**config.mk**
```make
export PLATFORM = sky130hd
export DESIGN_NAME = board_sequencer
export DESIGN_NICKNAME = d
export VERILOG_FILES = /design/src/rtl/board_pkg.sv /design/src/rtl/gen_tick_divider.sv /design/src/rtl/board_sequencer.sv
export SDC_FILE = /design/constraint.sdc
export NUM_CORES = 1
export LEC_CHECK = 0
export ABC_AREA = 1
export ABC_CLOCK_PERIOD_IN_PS = 16900
export CAP_MARGIN = 40
export CORE_AREA = 3 3 304 306
export CTS_BUF_LIST = sky130_fd_sc_hd__clkbuf_4
export CTS_CLUSTER_SIZE = 10
export DETAILED_ROUTE_END_ITERATION = 8
export DIE_AREA = 0 0 307 309
export GPL_TIMING_DRIVEN = 0
export HOLD_SLACK_MARGIN = 0.15
export PLACE_DENSITY_LB_ADDON = 0.12
export SLEW_MARGIN = 30
export SYNTH_ARGS = -nofsm -noshare
export SYNTH_HDL_FRONTEND = slang
export SYNTH_SLANG_ARGS = --single-unit
```
**constraint.sdc**
```tcl
create_clock -name clk -period 16.9 [get_ports clk]
set_clock_uncertainty 0.15 [all_clocks]
set_input_delay 2.535 -clock clk [delete_from_list [all_inputs] [get_ports clk]]
set_output_delay 2.535 -clock clk [all_outputs]
set_load 0.01 [all_outputs]
```
**src/rtl/board_pkg.sv**
```systemverilog
// Shared defaults and sequencer state encoding for the Game of Life board sequencer.
package board_pkg;

    localparam int ROWS_DEF     = 16;
    localparam int COLS_DEF     = 16;
    localparam int BOARD_W_DEF  = ROWS_DEF * COLS_DEF;
    localparam int GEN_W_DEF    = 16;
    localparam int TICK_DIV_DEF = 25_000_000;

    typedef enum logic [1:0] {
        IDLE = 2'd0,
        RUN  = 2'd1,
        REQ  = 2'd2,
        HALT = 2'd3
    } seq_state_e;

endpackage

```
**src/rtl/gen_tick_divider.sv**
```systemverilog
// Generation pacing counter: counts 0..TICK_DIV-1 while enabled and flags the
// terminal count; clear forces it back to zero.
module gen_tick_divider #(
    parameter int TICK_DIV = 4
) (
    input  logic clk,
    input  logic reset,
    input  logic clear_i,
    input  logic en_i,
    output logic tc_o
);

    localparam int            CW   = (TICK_DIV > 1) ? $clog2(TICK_DIV) : 1;
    localparam logic [CW-1:0] LAST = CW'(TICK_DIV - 1);

    logic [CW-1:0] cnt_q;

    assign tc_o = en_i && (cnt_q == LAST);

    always_ff @(posedge clk or posedge reset) begin
        if (reset) begin
            cnt_q <= '0;
        end else if (clear_i) begin
            cnt_q <= '0;
        end else if (en_i) begin
            cnt_q <= tc_o ? '0 : cnt_q + CW'(1);
        end
    end

endmodule

```
**src/rtl/board_sequencer.sv**
```systemverilog
// Current-generation board register and generation control for the Game of Life core.
// Optional period-2 oscillator detection is enabled by defining BOARD_SEQ_OSC_DETECT_EN.
module board_sequencer
    import board_pkg::*;
#(
    parameter int ROWS     = ROWS_DEF,
    parameter int COLS     = COLS_DEF,
    parameter int GEN_W    = GEN_W_DEF,
    parameter int TICK_DIV = TICK_DIV_DEF,
    localparam int BOARD_W = ROWS * COLS
) (
    input  logic               clk,
    input  logic               reset,
    input  logic               load_i,
    input  logic               run_i,
    input  logic               pause_i,
    input  logic               step_i,
    input  logic [BOARD_W-1:0] setup_board,
    output logic               alg_req,
    input  logic               alg_valid,
    input  logic [BOARD_W-1:0] alg_board,
    output logic [BOARD_W-1:0] board_o,
    output logic [GEN_W-1:0]   gen_count,
    output logic [1:0]         state_o,
    output logic               stable_o,
    output logic               osc_o
);

    seq_state_e         state_q;
    seq_state_e         ret_q;
    logic [BOARD_W-1:0] board_q;
    logic [GEN_W-1:0]   gen_q;
    logic               stable_q;
    logic               tick_tc;
    logic               do_load;
    logic               osc_hit;

    // The counter only runs in RUN, so every entry to RUN starts a fresh interval.
    gen_tick_divider #(
        .TICK_DIV (TICK_DIV)
    ) u_tick (
        .clk     (clk),
        .reset   (reset),
        .clear_i (state_q != RUN),
        .en_i    (state_q == RUN),
        .tc_o    (tick_tc)
    );

    // A pending engine transaction is never abandoned, so load waits outside REQ.
    assign do_load = load_i && (state_q != REQ);

`ifdef BOARD_SEQ_OSC_DETECT_EN
    logic [BOARD_W-1:0] prev_q;
    logic               osc_q;

    assign osc_hit = (alg_board == prev_q) && (alg_board != board_q);
    assign osc_o   = osc_q;

    always_ff @(posedge clk or posedge reset) begin
        if (reset) begin
            prev_q <= '0;
            osc_q  <= 1'b0;
        end else if (do_load) begin
            prev_q <= '0;
            osc_q  <= 1'b0;
        end else if (state_q == REQ && alg_valid) begin
            prev_q <= board_q;
            if (alg_board != board_q && osc_hit) begin
                osc_q <= 1'b1;
            end
        end
    end
`else
    assign osc_hit = 1'b0;
    assign osc_o   = 1'b0;
`endif

    always_ff @(posedge clk or posedge reset) begin
        if (reset) begin
            state_q  <= IDLE;
            ret_q    <= IDLE;
            board_q  <= '0;
            gen_q    <= '0;
            stable_q <= 1'b0;
        end else if (do_load) begin
            state_q  <= IDLE;
            board_q  <= setup_board;
            gen_q    <= '0;
            stable_q <= 1'b0;
        end else begin
            case (state_q)
                IDLE: begin
                    if (pause_i) begin
                        state_q <= IDLE;
                    end else if (step_i) begin
                        state_q <= REQ;
                        ret_q   <= IDLE;
                    end else if (run_i) begin
                        state_q <= RUN;
                    end
                end
                RUN: begin
                    if (pause_i) begin
                        state_q <= IDLE;
                    end else if (tick_tc) begin
                        state_q <= REQ;
                        ret_q   <= RUN;
                    end
                end
                REQ: begin
                    if (alg_valid) begin
                        board_q <= alg_board;
                        gen_q   <= gen_q + GEN_W'(1);
                        if (alg_board == board_q) begin
                            stable_q <= 1'b1;
                            state_q  <= HALT;
                        end else if (osc_hit) begin
                            state_q <= HALT;
                        end else begin
                            state_q <= pause_i ? IDLE : ret_q;
                        end
                    end else if (pause_i) begin
                        ret_q <= IDLE;
                    end
                end
                HALT: begin
                    state_q <= HALT;
                end
                default: begin
                    state_q <= IDLE;
                end
            endcase
        end
    end

    assign alg_req   = (state_q == REQ);
    assign board_o   = board_q;
    assign gen_count = gen_q;
    assign state_o   = state_q;
    assign stable_o  = stable_q;

endmodule

```
==> impl_metrics.csv, run 1 <==
group,metric,value,unit
global_route,grt_max_degree,79,
drt,via_count,19100,
setup_path,path_cells,"inv_1 -> ha_1 -> clkdlybuf4s50_1",
logic_synthesis,seq_area_frac_synth,43.4,%
worst_hold_path,holdCritPathClass,"flip-flop to flip-flop",
floorplan,die_h,309,um
drt,via_per_inst,4.14,
power_and_ir_drop,powerDensity,138,nW/um^2
floorplan,ioPinCount,796,
logic_synthesis,ys_ff_latch,302,
outcome,status,"finished clean",
setup_path,critPathCaptureType,"primary output",
final_layout,stdcell_area,28300,sq um
logic_synthesis,syn_nets,2957,
clocking,root_buffer,"clkbuf_4",
logic_synthesis,synth_area,17400,sq um
logic_synthesis,synth_top_cell_area_share,43.4,%
floorplan,initial_core_util,19.4,%
clocking,worstSkewPairLatency,0.87,ns
timing,slew_headroom,50.2,%
final_layout,syn_to_final_growth,62.7,%
setup_path,startpoint_type,"flip-flop",
drt,wl_per_cell,20.3,um
global_route,grt_first_pass_wirelength,133000,um
drt,wl,93600,um
final_layout,drive_gt1_share,6.43,%
timing,setup_tns,0,ns
placed_design,place_ws,11.67,ns
setup_path,critPathBufInv,2,
drt,drt_iter0_markers,977,
clocking,clk_pin_slew_worst_paths,0.06,ns
power_and_ir_drop,peakVddDrop,58.4,uV
logic_synthesis,ys_types,35,
setup_path,critical_path.max_stage_delay,0.64,ns
drt,drt-pass1-iter-count,7,
global_route,gr-usage-all-layers,19.1,%
logic_synthesis,yosysMostFrequentCell,"nand2_1",
placed_design,portBuffers,794,
setup_path,path_class,"flip-flop to primary output",
setup_path,worst_ep_arrival_time,2.36,ns
timing,rsz0062_at_grt,"false",
drt,antenna_left,0,
logic_synthesis,synth_edf_count,0,
logic_synthesis,synthArstFlopShare,100,%
clocking,post_cts_buffers,0,
timing,worst_pin_slew,0.747,ns
run,maxCapViolCount,0,
floorplan,coreArea,89900,sq um
clocking,cts_hold_buf,0,
timing,setup-violations-final,0,
timing,post-route-period-util,29.8,%
floorplan,rows,110,
clocking,cts_tree,"yes",
setup_path,worstPathMaxFanout,6,
global_route,grt_pass1_vias,19600,
placed_design,gp_congestion,0.845,
floorplan,fp.dieArea,94900,sq um
floorplan,die_x,307,um
timing,setup_ws,11.86,ns
clocking,clockBufferDepth,3,
final_layout,fillCellCount,9794,
power_and_ir_drop,p_leak,0.0131,uW
placed_design,placed_area,27000,sq um
clocking,cts_sinks,302,
setup_path,rrSetupSlack,14.03,ns
setup_path,crit_family,"buffers and inverters",
logic_synthesis,ys_top_cells_by_count,"nand2_1 (1011), dfrtp_1 (302), inv_1 (292)",
logic_synthesis,yosys_most_used_dff,"dfrtp_1",
timing,fin_crit,5.04,ns
global_route,antenna_found_initial,37,
timing,finalMaxSlewViolations,0,
power_and_ir_drop,power,3910,uW
setup_path,cp.required,14.22,ns
global_route,grt-ovfl-total,0,
logic_synthesis,synth_cells,2430,
final_layout,layout.nets,3862,
placed_design,hpwl,75200,um
setup_path,cp_slowest_cell,"clkdlybuf4s50_1",
drt,route.detailed.drc,0,
clocking,cts_buffers,100,
logic_synthesis,synth_warnings,0,
logic_synthesis,yosys.area.top_type,"dfrtp_1",
logic_synthesis,syn_avg_cell_area,7.17,sq um
timing,clock.fmax,0.198,GHz
clocking,cts_resized,0,
logic_synthesis,synthTopCellsByArea,"dfrtp_1 (43%), nand2_1 (22%), xor2_1 (7.2%)",
timing,hold_viol_final,0,
clocking,ctsHtreeMaxLevel,3,
-- cell usage in the layout (no fill, tap or decap), drive strengths merged --
cell              n
a211oi            1
a21oi            18
a22o              2
a31oi             6
and3              2
buf              40
bufinv            1
clkbuf          206
clkdlybuf4s50   794
clkinv           21
clkinvlp          1
conb              1
dfrtp           302
diode            29
ha                8
inv             294
nand2          1017
nand3           153
nand3b            2
nand4             8
nor2            216
nor3             22
nor4              4
o21a              1
o21ai            17
o221ai          116
o22ai             5
o31ai             1
or2               2
xnor2             1
xor2            143
-- cells by family after synthesis --
logic type	after synthesis	share of synthesized area (%)
compound gates	167	7.47
xor+xnor	144	7.24
fa+ha+maj	8	0.575
buf+inv	382	8.47
flops	302	43.4
other cells	1	0.0215
simple gates	1426	32.8
-- worst paths after layout --
| path | endpoint | from | cells past startpoint |
|---|---|---|---|
| max | alg_req | state_o[0] | 3 |
| min | u_tick.cnt_q[0] | u_tick.cnt_q[0] | 1 |
| max reg2reg | board_o[19] | state_o[0] | 9 |
| min reg2reg | u_tick.cnt_q[0] | u_tick.cnt_q[0] | 1 |
| max in group asynchronous | board_o[213] | reset | 4 |
| min in group asynchronous | board_o[113] | reset | 2 |
-- report_power, final --
group          total [uW]  switching [uW]  internal [uW]
Sequential           1220             238            981
Combinational        1900            1020            879
Clock                 789             379            410
-- stage by stage --
step | instances | hold WS, ns | util (%)
2_1_floorplan | 2430 | 0.281 | -
3_3_place_gp | 4400 | 0.312 | 29.9
3_5_place_dp | 4407 | 0.311 | 30.0
4_1_cts | 4579 | 0.317 | 31.4
5_1_grt | 4601 | 0.366 | 31.5
6_report | 4610 | 0.311 | 31.5
-- registers in the layout (all words and copies together) (netlist names) --
register and flops:
stable_o 1, u_tick.cnt_q 25, ret_q 2, board_o 256, state_o 2, gen_count 16
-- per-layer routing --
metal	vias up	routed length [um]	global-route usage (%)
li1	9536	-	-
met1	8786	36600	21.3
met2	605	46200	32.8
met3	160	7800	7.33
met4	20	2800	8.00
met5	-	159	0.841
-- final cells by class --
class / instances / area (sq um) / share of cell area, %
multi-input cells: 1746 / 8380 / 29.6
repair buffers: 803 / 8130 / 28.7
flip-flops and latches: 302 / 7560 / 26.7
well taps: 1176 / 1470 / 5.19
clock buffers: 148 / 1110 / 3.92
inverters: 293 / 1110 / 3.91
plain buffers: 89 / 380 / 1.34
clock inverters: 24 / 121 / 0.428
diodes: 29 / 72.6 / 0.256
Note: power is estimated with default switching activity, not from simulation.
==> run 2, diff against run 1 <==
ABC_CLOCK_PERIOD_IN_PS = 4150   (was 16900)
CORE_AREA = 3 3 306 308   (was 3 3 304 306)
DIE_AREA = 0 0 309 311   (was 0 0 307 309)
clock period = 4.15 ns   (was 16.9 ns; I/O delays follow)
==> impl_metrics.csv, run 2 (synthesis results as in run 1) <==
group,metric,value,unit
outcome,status,"finished clean",
final_layout,syn_to_final_growth,88.0,%
timing,worst_pin_slew,0.758,ns
drt,wl,96600,um
floorplan,die_x,309,um
global_route,grt_pass1_vias,22000,
floorplan,fp.dieArea,96100,sq um
drt,antenna_left,0,
run,maxCapViolCount,0,
floorplan,initial_core_util,19.1,%
drt,route.detailed.drc,0,
clocking,cts_buffers,100,
power_and_ir_drop,p_leak,0.0151,uW
drt,wl_per_cell,19.2,um
final_layout,final_cell_mix,"nand2_1 (1011), clkdlybuf4s50_1 (794), dlygate4sd3_1 (424)",
timing,finalMaxSlewViolations,0,
setup_path,worst_ep_arrival_time,4.07,ns
clocking,cts_hold_buf,424,
timing,setup_tns,0,ns
setup_path,critPathBufInv,6,
clocking,cts_sinks,302,
clocking,worstSkewPairLatency,0.92,ns
drt,drt-pass1-iter-count,5,
clocking,ctsHtreeMaxLevel,3,
clocking,clockBufferDepth,3,
global_route,gr-usage-all-layers,19.7,%
floorplan,coreArea,91400,sq um
global_route,grt_first_pass_wirelength,141000,um
power_and_ir_drop,powerDensity,529,nW/um^2
final_layout,final_common_cell,"nand2_1",
final_layout,largest_reg_flops,256,
floorplan,rows,111,
final_layout,layout.nets,4294,
timing,clock.fmax,0.288,GHz
power_and_ir_drop,peakVddDrop,239,uV
setup_path,path_class,"flip-flop to flip-flop",
setup_path,cpMostUsedCell,"inv_1",
global_route,grt-ovfl-total,0,
clocking,clk_pin_slew_worst_paths,0.06,ns
clocking,root_buffer,"clkbuf_4",
drt,via_per_inst,4.14,
floorplan,die_h,311,um
placed_design,hpwl,76300,um
final_layout,fillCellCount,9750,
worst_hold_path,holdCritPathClass,"input pin to flip-flop",
floorplan,ioPinCount,796,
clocking,cts_tree,"yes",
setup_path,critPathCaptureType,"flip-flop",
placed_design,portBuffers,794,
timing,slew_headroom,49.5,%
setup_path,critical_path.max_stage_delay,0.58,ns
clocking,post_cts_buffers,0,
setup_path,startpoint_type,"flip-flop",
global_route,grt_max_degree,26,
setup_path,cp_slowest_cell,"dlygate4sd3_1",
drt,drt_iter0_markers,998,
setup_path,cp.required,4.75,ns
timing,post-route-period-util,83.6,%
global_route,antenna_found_initial,19,
setup_path,path_cells,"inv_1 -> ha_1 -> nand2_2 -> clkinv_2 -> nor2_1 -> inv_1 -> clkbuf_2 -> buf_2 -> o221ai_1 -> dlygate4sd3_1",
final_layout,utilization,35.8,%
final_layout,drive_gt1_share,6.18,%
placed_design,gp_congestion,0.828,
clocking,cts_resized,0,
timing,setup-violations-final,0,
timing,hold_viol_final,0,
timing,rsz0062_at_grt,"false",
setup_path,crit_family,"buffers and inverters",
timing,fin_crit,3.47,ns
drt,via_count,20900,
setup_path,worstPathMaxFanout,10,
==> run 2: cell types whose count changed in the layout (fill, tap and decap cells not counted), sizes merged <==
cell and delta:
buf +9, clkbuf +6, clkinv -11, clkinvlp +2, diode -12, dlygate4sd3 +424
inv -1
==> run 2: area by class of cell <==
cell class / instances / area, sq um / share of cell area [%]
timing repair buffer: 1235 / 12500 / 38.3
multi-input combinational: 1746 / 8380 / 25.6
sequential: 302 / 7560 / 23.1
tap: 1186 / 1480 / 4.53
clock buffer: 155 / 1160 / 3.55
inverter: 293 / 1100 / 3.38
buffer: 89 / 380 / 1.16
clock inverter: 14 / 93.8 / 0.287
antenna: 17 / 42.5 / 0.130
==> run 2: where the power goes <==
group	switching, uW	leakage, uW	internal, uW
sequential	997	0.00374	3990
clock	1570	0.000757	1730
combinational	4380	0.0106	4660
total	6940	0.0151	10400
==> run 2: worst min-delay path, delay by kind of cell <==
family,cells,cell delay (ns)
buf+inv,2,0.51
compound gates,1,0.12
==> run 2: final timing paths <==
path | from | to | slack (ns) | cells past startpoint
setup / recovery | state_o[0] | board_o[63] | 0.68 | 10
hold / removal | alg_board[87] | board_o[87] | 0.26 | 3
setup reg to reg | state_o[0] | board_o[63] | 0.68 | 10
hold reg to reg | u_tick.cnt_q[0] | u_tick.cnt_q[0] | 0.31 | 1
max in group asynchronous | reset | board_o[237] | 2.12 | 7
min in group asynchronous | reset | board_o[114] | 0.53 | 3
==> run 2: per-stage QoR <==
stage / instances / cell area (sq um) / total power (uW) / hold WS (ns) / setup WS [ns]
floorplan: 2430 / 17400 / 8300 / 0.281 / -0.638
global placement: 4410 / 26800 / 12900 / 0.309 / -4.01
detailed placement: 4427 / 27200 / 12900 / 0.315 / 0.795
CTS: 5020 / 32700 / 17600 / 0.153 / 0.594
global route: 5033 / 32700 / 18700 / 0.136 / 0.412
finish: 5037 / 32700 / 17300 / 0.256 / 0.679
==> run 2: metal layers <==
metal  vias up  GRT usage [%]  wire length (um)
met4        12           5.15              2250
li1      10400              -                 -
met2       637           35.2             48500
met3       141           6.34              7130
met1      9700           22.5             38600
met5         -              0                79
